==> config.mk <==
export PLATFORM = sky130hd
export DESIGN_NAME = inst_fetch_ctrl
export DESIGN_NICKNAME = d
export VERILOG_FILES = /design/src/rtl/inst_fetch_ctrl.sv
export SDC_FILE = /design/constraint.sdc
export NUM_CORES = 1
export LEC_CHECK = 0
export BUFFER_PORTS_ARGS = -buffer_cell sky130_fd_sc_hd__buf_2
export CORE_ASPECT_RATIO = 0.5
export CORE_MARGIN = 2
export CORE_UTILIZATION = 30
export CTS_CLUSTER_SIZE = 12
export DETAILED_ROUTE_END_ITERATION = 6
export PLACE_DENSITY_LB_ADDON = 0.15
export SKIP_LAST_GASP = 1
export SYNTH_ARGS = -nofsm -noshare
export SYNTH_HDL_FRONTEND = slang
export SYNTH_SLANG_ARGS = --single-unit
==> constraint.sdc <==
create_clock -name clk -period 7.71 [get_ports clk]
set_input_delay 2.313 -clock clk [delete_from_list [all_inputs] [get_ports clk]]
set_output_delay 2.313 -clock clk [all_outputs]
set_load 0.005 [all_outputs]
==> src/rtl/inst_fetch_ctrl.sv <==
// Fetch sequencer: owns the byte PC, issues BRAM word reads, returns (pc, instr) to decode.
// Latency: issue in cycle N -> out_valid in cycle N+2; 1 instr/cycle sustained.
// Backpressure: out_ready low fills the 2-entry skid buffer, then imem_ena holds low.
module inst_fetch_ctrl #(
    parameter logic [31:0] RESET_PC  = 32'h0000_0000,
    parameter int          BUF_DEPTH = 2
) (
    input  logic        clk,
    input  logic        rst,
    output logic        imem_ena,
    output logic [31:0] imem_addra,
    input  logic [31:0] imem_douta,
    input  logic        redirect_valid,
    input  logic [31:0] redirect_pc,
    input  logic        halt,
    output logic        out_valid,
    input  logic        out_ready,
    output logic [31:0] out_instr,
    output logic [31:0] out_pc,
    output logic        halted
);

    typedef enum logic [1:0] {RUN, DRAIN, HALTED} state_t;

    typedef struct packed {
        logic [31:0] pc;
        logic [31:0] instr;
    } entry_t;

    state_t      state;
    logic [31:0] pc;
    logic [31:0] issue_pc;
    logic        inflight;
    logic [1:0]  count;
    entry_t      ent0;
    entry_t      ent1;

    logic        pop;
    logic        push;
    logic        issue;
    logic [2:0]  occ;
    logic [1:0]  base;
    logic [1:0]  count_n;
    entry_t      ent0_n;
    entry_t      ent1_n;
    entry_t      new_ent;
    logic        unused_redirect_lsbs;

    assign unused_redirect_lsbs = &{1'b0, redirect_pc[1:0]};

    assign out_valid = (count != 2'd0);
    assign out_pc    = ent0.pc;
    assign out_instr = ent0.instr;
    assign pop       = out_valid & out_ready;

    // Occupancy seen next cycle once the outstanding read lands; a pop implies count>=1.
    assign occ   = {1'b0, count} + {2'b00, inflight} - {2'b00, pop};
    assign issue = !rst && !redirect_valid && !halt &&
                   (state == RUN || state == HALTED) && (occ < 3'(BUF_DEPTH));
    assign push  = inflight & ~redirect_valid;

    assign imem_ena   = issue;
    assign imem_addra = issue ? {2'b00, pc[31:2]} : 32'h0;

    always_comb begin
        new_ent = '{pc: issue_pc, instr: imem_douta};
        ent0_n  = ent0;
        ent1_n  = ent1;
        base    = count;
        if (pop) begin
            ent0_n = ent1;
            base   = count - 2'd1;
        end
        if (push) begin
            if (base == 2'd0) ent0_n = new_ent;
            else              ent1_n = new_ent;
        end
        count_n = base + {1'b0, push};
    end

    always_ff @(posedge clk) begin
        if (rst) begin
            state    <= RUN;
            halted   <= 1'b0;
            pc       <= RESET_PC;
            issue_pc <= 32'h0;
            inflight <= 1'b0;
            count    <= 2'd0;
            ent0     <= '0;
            ent1     <= '0;
        end else begin
            ent0     <= ent0_n;
            ent1     <= ent1_n;
            inflight <= issue;
            if (redirect_valid) begin
                count <= 2'd0;
                pc    <= {redirect_pc[31:2], 2'b00};
            end else begin
                count <= count_n;
                if (issue) begin
                    pc       <= pc + 32'd4;
                    issue_pc <= pc;
                end
            end
            // A redirect outside RUN only flushes; the halt sequencing is left alone.
            if (!(redirect_valid && state != RUN)) begin
                case (state)
                    RUN: begin
                        if (halt) begin
                            if (inflight) begin
                                state <= DRAIN;
                            end else begin
                                state  <= HALTED;
                                halted <= 1'b1;
                            end
                        end
                    end
                    DRAIN: begin
                        state  <= HALTED;
                        halted <= 1'b1;
                    end
                    HALTED: begin
                        if (!halt) begin
                            state  <= RUN;
                            halted <= 1'b0;
                        end
                    end
                    default: begin
                        state  <= RUN;
                        halted <= 1'b0;
                    end
                endcase
            end
        end
    end

endmodule
==> summary.md, run 1 <==
| Metric | Value |
|---|---|
| Syn Area/Cell | 7.689 um^2 |
| CP max-delay cell | inv_1 |
| Status | completed |
| Core Rows | 42 |
| Commonest cells post-synth | nand2_1 (342), dfxtp_1 (192), a21oi_1 (105) |
| CP Class | in2out |
| Primary FF master, synth | dfxtp_1 |
| Crit path launch type | input port |
| Yosys warns | 0 |
| Sequential share of the synthesized area | 0.4779 |
| Starting Density | 0.3049 |
| Crit end category | output pin |
| Share of the synthesized area in the top cell type | 0.4779 |
| Area Growth Syn to Fin | 20.55% |
| Global routing usage on met3 | 0.03520 |
| Max Buffers Root-to-Sink | 2 |
| WL/cell | 15.71 um |
| Final period utilization | 0.9237 |
| # DRC | 0 |
| Seq cells post-synth | 192 |
| Count leader, synth | nand2_1 |
| Post-route ant nets | 0 |
| Slew margin rel. | 0.1996 |
| RD Place Congestion | 0.8213 |
| HPWL Detailed | 15520 um |
| Yosys top cell by area | dfxtp_1 |
| Via Count | 7497 |
| Max-cap violations | 0 |
| Final wirelength | 23990 um |
| WP data arrival | 4810 ps |
| PwrDens | 212.4 nW/um^2 |
| Clk sink count | 192 |
| Core box area | 26380 um^2 |
| Num ports | 168 |
| Nets | 1236 |
| Yosys cell types | 47 |
| Worst Hold Class | reg2reg |
| Root Buffer | clkbuf_16 |
| Final Skew | 8.633 ps |
| Layout cells sized above 1 | 0.1915 |
| Clock Latency Late Sink | 450 ps |
| Asr flop ratio synth | 0 |
| Final hold vios | 0 |
| Cts bufs inserted | 17 |
| WP data required | 5400 ps |
| DR pass1 iterations | 5 |
| Setup TNS | 0 ps |
| Flop2flop setup slack | 3970 ps |
| RSZ-0062 raised after global routing | no |
| Leakage | 3.886 nW |
| Via density | 4.910 |
| Worst-Margin Slew | 1198 ps |
| Placed cells | 1496 |
| Overflow after GRT | 0 |
| Critical path's largest stage delay | 530 ps |
| Mapped Area | 8043 um^2 |
| Initial antenna violation count | 0 |
| F_max | 140.4 MHz |
| Vias in the first global route | 7126 |
| Total die area | 28210 um^2 |
| Minimum clock period | 7121 ps |
| Critical Path, Cell by Cell | buf_2 > nor2b_4 > xnor2_1 > nand2_1 > fa_1 > xnor2_2 > buf_4 > nand3_1 > inv_1 > buf_4 > nand2_1 > inv_1 > buf_2 |
| Filler cells | 2832 |
| Mapped Cells | 1046 |
| Global routing's busiest layer | met2 |
| CTS resizes | 0 |
| Die Span Y | 119.8 um |
| Clock slew seen by the registers of the worst setup and hold paths | 70 ps |
| Synth top area cells | dfxtp_1 (48%), nand2_1 (16%), a311oi_1 (7.3%) |
| CTS tree | done |
| Number of flops mapped to enable cells by yosys | 0 |
| CP Max Fanout | 17 |
| DR iter-0 viols | 569 |
| M1 GR Usage | 0.2279 |
| Die outline width | 235.6 um |
| Final setup viols | 0 |
| Htree depth | 4 |
| Postcts setup bufs | 0 |
| Finished Layout Cells | 1527 |
| Antenna Cells | 0 |
| Largest net degree at the start of global routing | 99 |
| First-pass GRT wire length | 38110 um |
| Post-cts hold buffer count | 0 |
| GRT Overall Usage | 0.1711 |
| Port-buffer cells | 163 |
| Max Slew Vio Count | 0 |
| Maximum vdd drop | 0.1633 mV |
| Met2 Use GR | 0.2816 |
logic make-up (layout without fill, tap and decap cells):
| family | count (synthesis) | in the layout | share of synthesized area |
|---|---|---|---|
| xor+xnor | 17 | 17 | 0.01945 |
| mux | 4 | 4 | 0.005289 |
| other cells | 1 | 2 | 0.0004663 |
| fa+ha+maj | 4 | 4 | 0.007157 |
| compound gates | 208 | 208 | 0.1707 |
| simple gates | 497 | 497 | 0.2590 |
| buf+inv | 123 | 251 | 0.06005 |
| flops | 192 | 192 | 0.4779 |
layer usage:
layer / routed length (um) / vias to the layer above
met3: 919 / 14
met5: 0 / -
met4: 216 / 0
met2: 11280 / 150
met1: 11570 / 3576
li1: - / 3757
final timing paths:
kind | from | end | cells after the start
worst max register to register | count[1] | out_instr[20] | 9
worst max-delay path | out_ready | imem_addra[21] | 13
worst min register to register | ent1[48] | ent1[48] | 2
worst min-delay path | ent1[48] | ent1[48] | 2
power breakdown:
group | leakage (nW) | internal, mW | switching, mW
logic | 2.05 | 0.0556 | 0.0843
registers | 1.56 | 1.02 | 0.0281
clock network | 0.277 | 0.464 | 0.408
total | 3.89 | 1.54 | 0.520
layout make-up:
| class | instances | area [um^2] | area share |
|---|---|---|---|
| Multi-Input combinational cell | 732 | 3761 | 0.3879 |
| Timing Repair Buffer | 177 | 927.1 | 0.09563 |
| Clock inverter | 11 | 105.1 | 0.01084 |
| Tap cell | 352 | 440.4 | 0.04543 |
| Clock buffer | 20 | 456.7 | 0.04710 |
| Sequential cell | 192 | 3844 | 0.3964 |
| Inverter | 43 | 161.4 | 0.01665 |
sequential cells by signal (all words and copies together), names as in the netlist:
| register | cells |
|---|---|
| ent1 | 62 |
| out_instr | 32 |
| out_pc | 32 |
| issue_pc | 30 |
| pc | 30 |
| count | 2 |
| state | 2 |
| halted | 1 |
| inflight | 1 |
worst max-delay path, delay by kind of cell:
family	cells	cell delay, ps
buffers and inverters	6	1330
and+or+nand+nor	4	410
adders and majority gates	1	410
xor gates and xnor gates	2	350
per-stage QoR:
| stage | power, mW | utilization | worst slack, ps | hold WS, ps | area [um^2] |
|---|---|---|---|---|---|
| floorplan | 1.142 | - | 683.2 | 436.6 | 8046 |
| global placement | 1.210 | 0.3462 | 660.2 | 441.4 | 9134 |
| detailed placement | 1.211 | 0.3462 | 614.7 | 446.9 | 9134 |
| CTS | 2.090 | 0.3675 | 583.7 | 457.1 | 9696 |
| global route | 2.147 | 0.3675 | 385.2 | 472.1 | 9696 |
| finish | 2.059 | 0.3675 | 588.6 | 454.1 | 9696 |
cells in the final DEF, fill, tap and decap left out, drive strengths merged, types with 2 or more instances in the layout:
| cell | synthesis | final |
|---|---|---|
| nand2 | 343 | 343 |
| o311ai | 4 | 4 |
| nand4 | 11 | 11 |
| or3 | 7 | 7 |
| conb | 1 | 2 |
| clkinv | 0 | 5 |
| nor4 | 10 | 10 |
| mux2 | 2 | 2 |
| inv | 43 | 47 |
| nor2b | 3 | 3 |
| and3 | 5 | 5 |
| nor3b | 2 | 2 |
| or4 | 2 | 2 |
| nand2b | 2 | 2 |
| a311oi | 67 | 67 |
| a21oi | 105 | 105 |
| mux2i | 2 | 2 |
| a22oi | 3 | 3 |
| clkbuf | 70 | 20 |
| nor2 | 88 | 88 |
| o21ai | 7 | 7 |
| and2 | 2 | 2 |
| o211ai | 6 | 6 |
| buf | 10 | 177 |
| and4 | 3 | 3 |
| xnor2 | 17 | 17 |
| a31oi | 3 | 3 |
| dfxtp | 192 | 192 |
| a211oi | 11 | 11 |
| nand3 | 8 | 8 |
| nor3 | 8 | 8 |
| ha | 3 | 3 |
(Power assumes the default switching activity.)
==> inputs of run 2 (changes only) <==
Settings changed: CTS_BUF_LIST set to sky130_fd_sc_hd__clkbuf_16.
Clock period 7.71 ns to 6 ns, I/O delays scaled along.
==> run 2 against run 1 <==
  * Routed wire length grew 0.53%
  * Critical path depth shrank 1
  * Register-to-register slack worse by 1600 ps
  * First-iteration DRC count fell by 3.3%
  * Highest routed layer unchanged
==> summary.md, run 2 (synthesized netlist as in run 1, its figures left out) <==
| Metric | Value |
|---|---|
| Worst-case reg-to-reg path depth | 12 |
| Vias in the first global route | 7093 |
| Most common cell after layout, fill and taps aside | nand2_1 |
| Flop2flop setup slack | 2390 ps |
| CP Max Fanout | 20 |
| First-pass GRT wire length | 38400 um |
| Final period utilization | 0.9491 |
| Maximum vdd drop | 0.2164 mV |
| Core box area | 26380 um^2 |
| Setup TNS | 0 ps |
| Area Growth Syn to Fin | 21.39% |
| R2R Path End | pc[26] |
| Final hold vios | 0 |
| Worst Setup SP | out_ready |
| PwrDens | 277.0 nW/um^2 |
| Core Rows | 42 |
| Filler cells | 2811 |
| WP data arrival | 3890 ps |
| Origin of the critical flop-to-flop path | count[1] |
| Largest register FFs | 62 |
| Die outline width | 235.6 um |
| Worst setup endpoint | imem_addra[2] |
| Clk sink count | 192 |
| Max Slew Vio Count | 0 |
| Cts bufs inserted | 17 |
| Root Buffer | clkbuf_16 |
| Leakage | 3.915 nW |
| Max Buffers Root-to-Sink | 2 |
| F_max | 175.6 MHz |
| Total die area | 28210 um^2 |
| Htree depth | 4 |
| Worst-Margin Slew | 896.5 ps |
| Final Skew | 14.02 ps |
| Final wirelength | 24120 um |
| CTS resizes | 0 |
| Worst Hold Class | reg2reg |
| GRT Overall Usage | 0.1720 |
| Clock Latency Late Sink | 450 ps |
| # DRC | 0 |
| Postcts setup bufs | 0 |
| WP data required | 4200 ps |
| Via density | 4.929 |
| Layout cells sized above 1 | 0.1944 |
| Slew margin rel. | 0.4023 |
| Initial antenna violation count | 1 |
| RD Place Congestion | 0.7861 |
| Die Span Y | 119.8 um |
| CTS tree | done |
| Largest net degree at the start of global routing | 188 |
| RSZ-0062 raised after global routing | no |
| Port-buffer cells | 163 |
| Via Count | 7546 |
| Clock slew seen by the registers of the worst setup and hold paths | 70 ps |
| DR pass1 iterations | 4 |
| WL/cell | 15.75 um |
| Commonest cells after routing, fill and taps aside | nand2_1 (340), dfxtp_1 (192), buf_2 (162) |
| Post-route ant nets | 0 |
| Area after DPL | 9161 um^2 |
| Status | completed |
| Minimum clock period | 5695 ps |
| Finished Cell Area | 9763 um^2 |
| Nets | 1238 |
| Final setup viols | 0 |
| HPWL Detailed | 15770 um |
| Crit end category | output pin |
| Most flop-heavy register | ent1 |
| DR iter-0 viols | 550 |
| CP Class | in2out |
| Starting Density | 0.3049 |
| Num ports | 168 |
| Crit path launch type | input port |
| Max-cap violations | 0 |
| Post-cts hold buffer count | 0 |
| Overflow after GRT | 0 |
==> run 2: final cells by class <==
cell class              instances  area, um^2  share of cell area
diodes                          1       2.502           0.0002563
clock buffers                  17       425.4             0.04357
clock inverters                15       173.9             0.01781
inverters                      43       161.4             0.01653
multi-input cells             732        3761              0.3852
flip-flops and latches        192        3844              0.3937
well taps                     352       440.4             0.04511
repair buffers                179       954.7             0.09778
==> run 2: critical path, cell delays in order <==
cell     delay [ps]
buf_2           120
nor2b_4         130
xnor2_1         210
nand2_1         110
fa_1            480
nor3b_2         200
nand3_1         120
inv_1           100
buf_4           270
nand2_1         150
inv_1           100
buf_2           110
==> run 2: layer usage <==
layer / track usage / vias up / part of all wire
met5: 0 / - / 0
met3: 0.03980 / 22 / 0.040
li1: - / 3770 / -
met2: 0.2779 / 144 / 0.47
met4: 0.05016 / 0 / 0.013
met1: 0.2300 / 3610 / 0.48
==> run 2: worst min-delay path by stage <==
stage	depth (start not counted)	from	end	slack, ps
after global placement	2	ent1[54]	ent1[54]	440
after detailed placement	2	ent1[22]	ent1[22]	450
final	2	ent1[48]	ent1[48]	460
after global routing	2	ent1[60]	ent1[60]	470
after CTS	2	ent1[22]	ent1[22]	460
after floorplan	2	ent1[0]	ent1[0]	440
==> run 2: report_power, final <==
part	switching [mW]	total [mW]	leakage (nW)	internal, mW
logic	0.110	0.182	2.06	0.0722
clock network	0.551	1.18	0.293	0.628
registers	0.0351	1.34	1.56	1.31
total	0.695	2.70	3.92	2.01
==> run 2: metrics by stage <==
| step | total power [mW] | hold WS [ps] | cells | worst slack (ps) | utilization |
|---|---|---|---|---|---|
| after CTS | 2.738 | 456.6 | 1530 | 295.1 | 0.3700 |
| after global routing | 2.827 | 472.7 | 1531 | 55.87 | 0.3701 |
| after global placement | 1.555 | 441.1 | 1498 | 330.2 | 0.3473 |
| final | 2.705 | 455.1 | 1531 | 305.2 | 0.3701 |
| after floorplan | 1.467 | 436.6 | 1047 | 104.8 | - |
| after detailed placement | 1.557 | 446.9 | 1498 | 315.4 | 0.3473 |
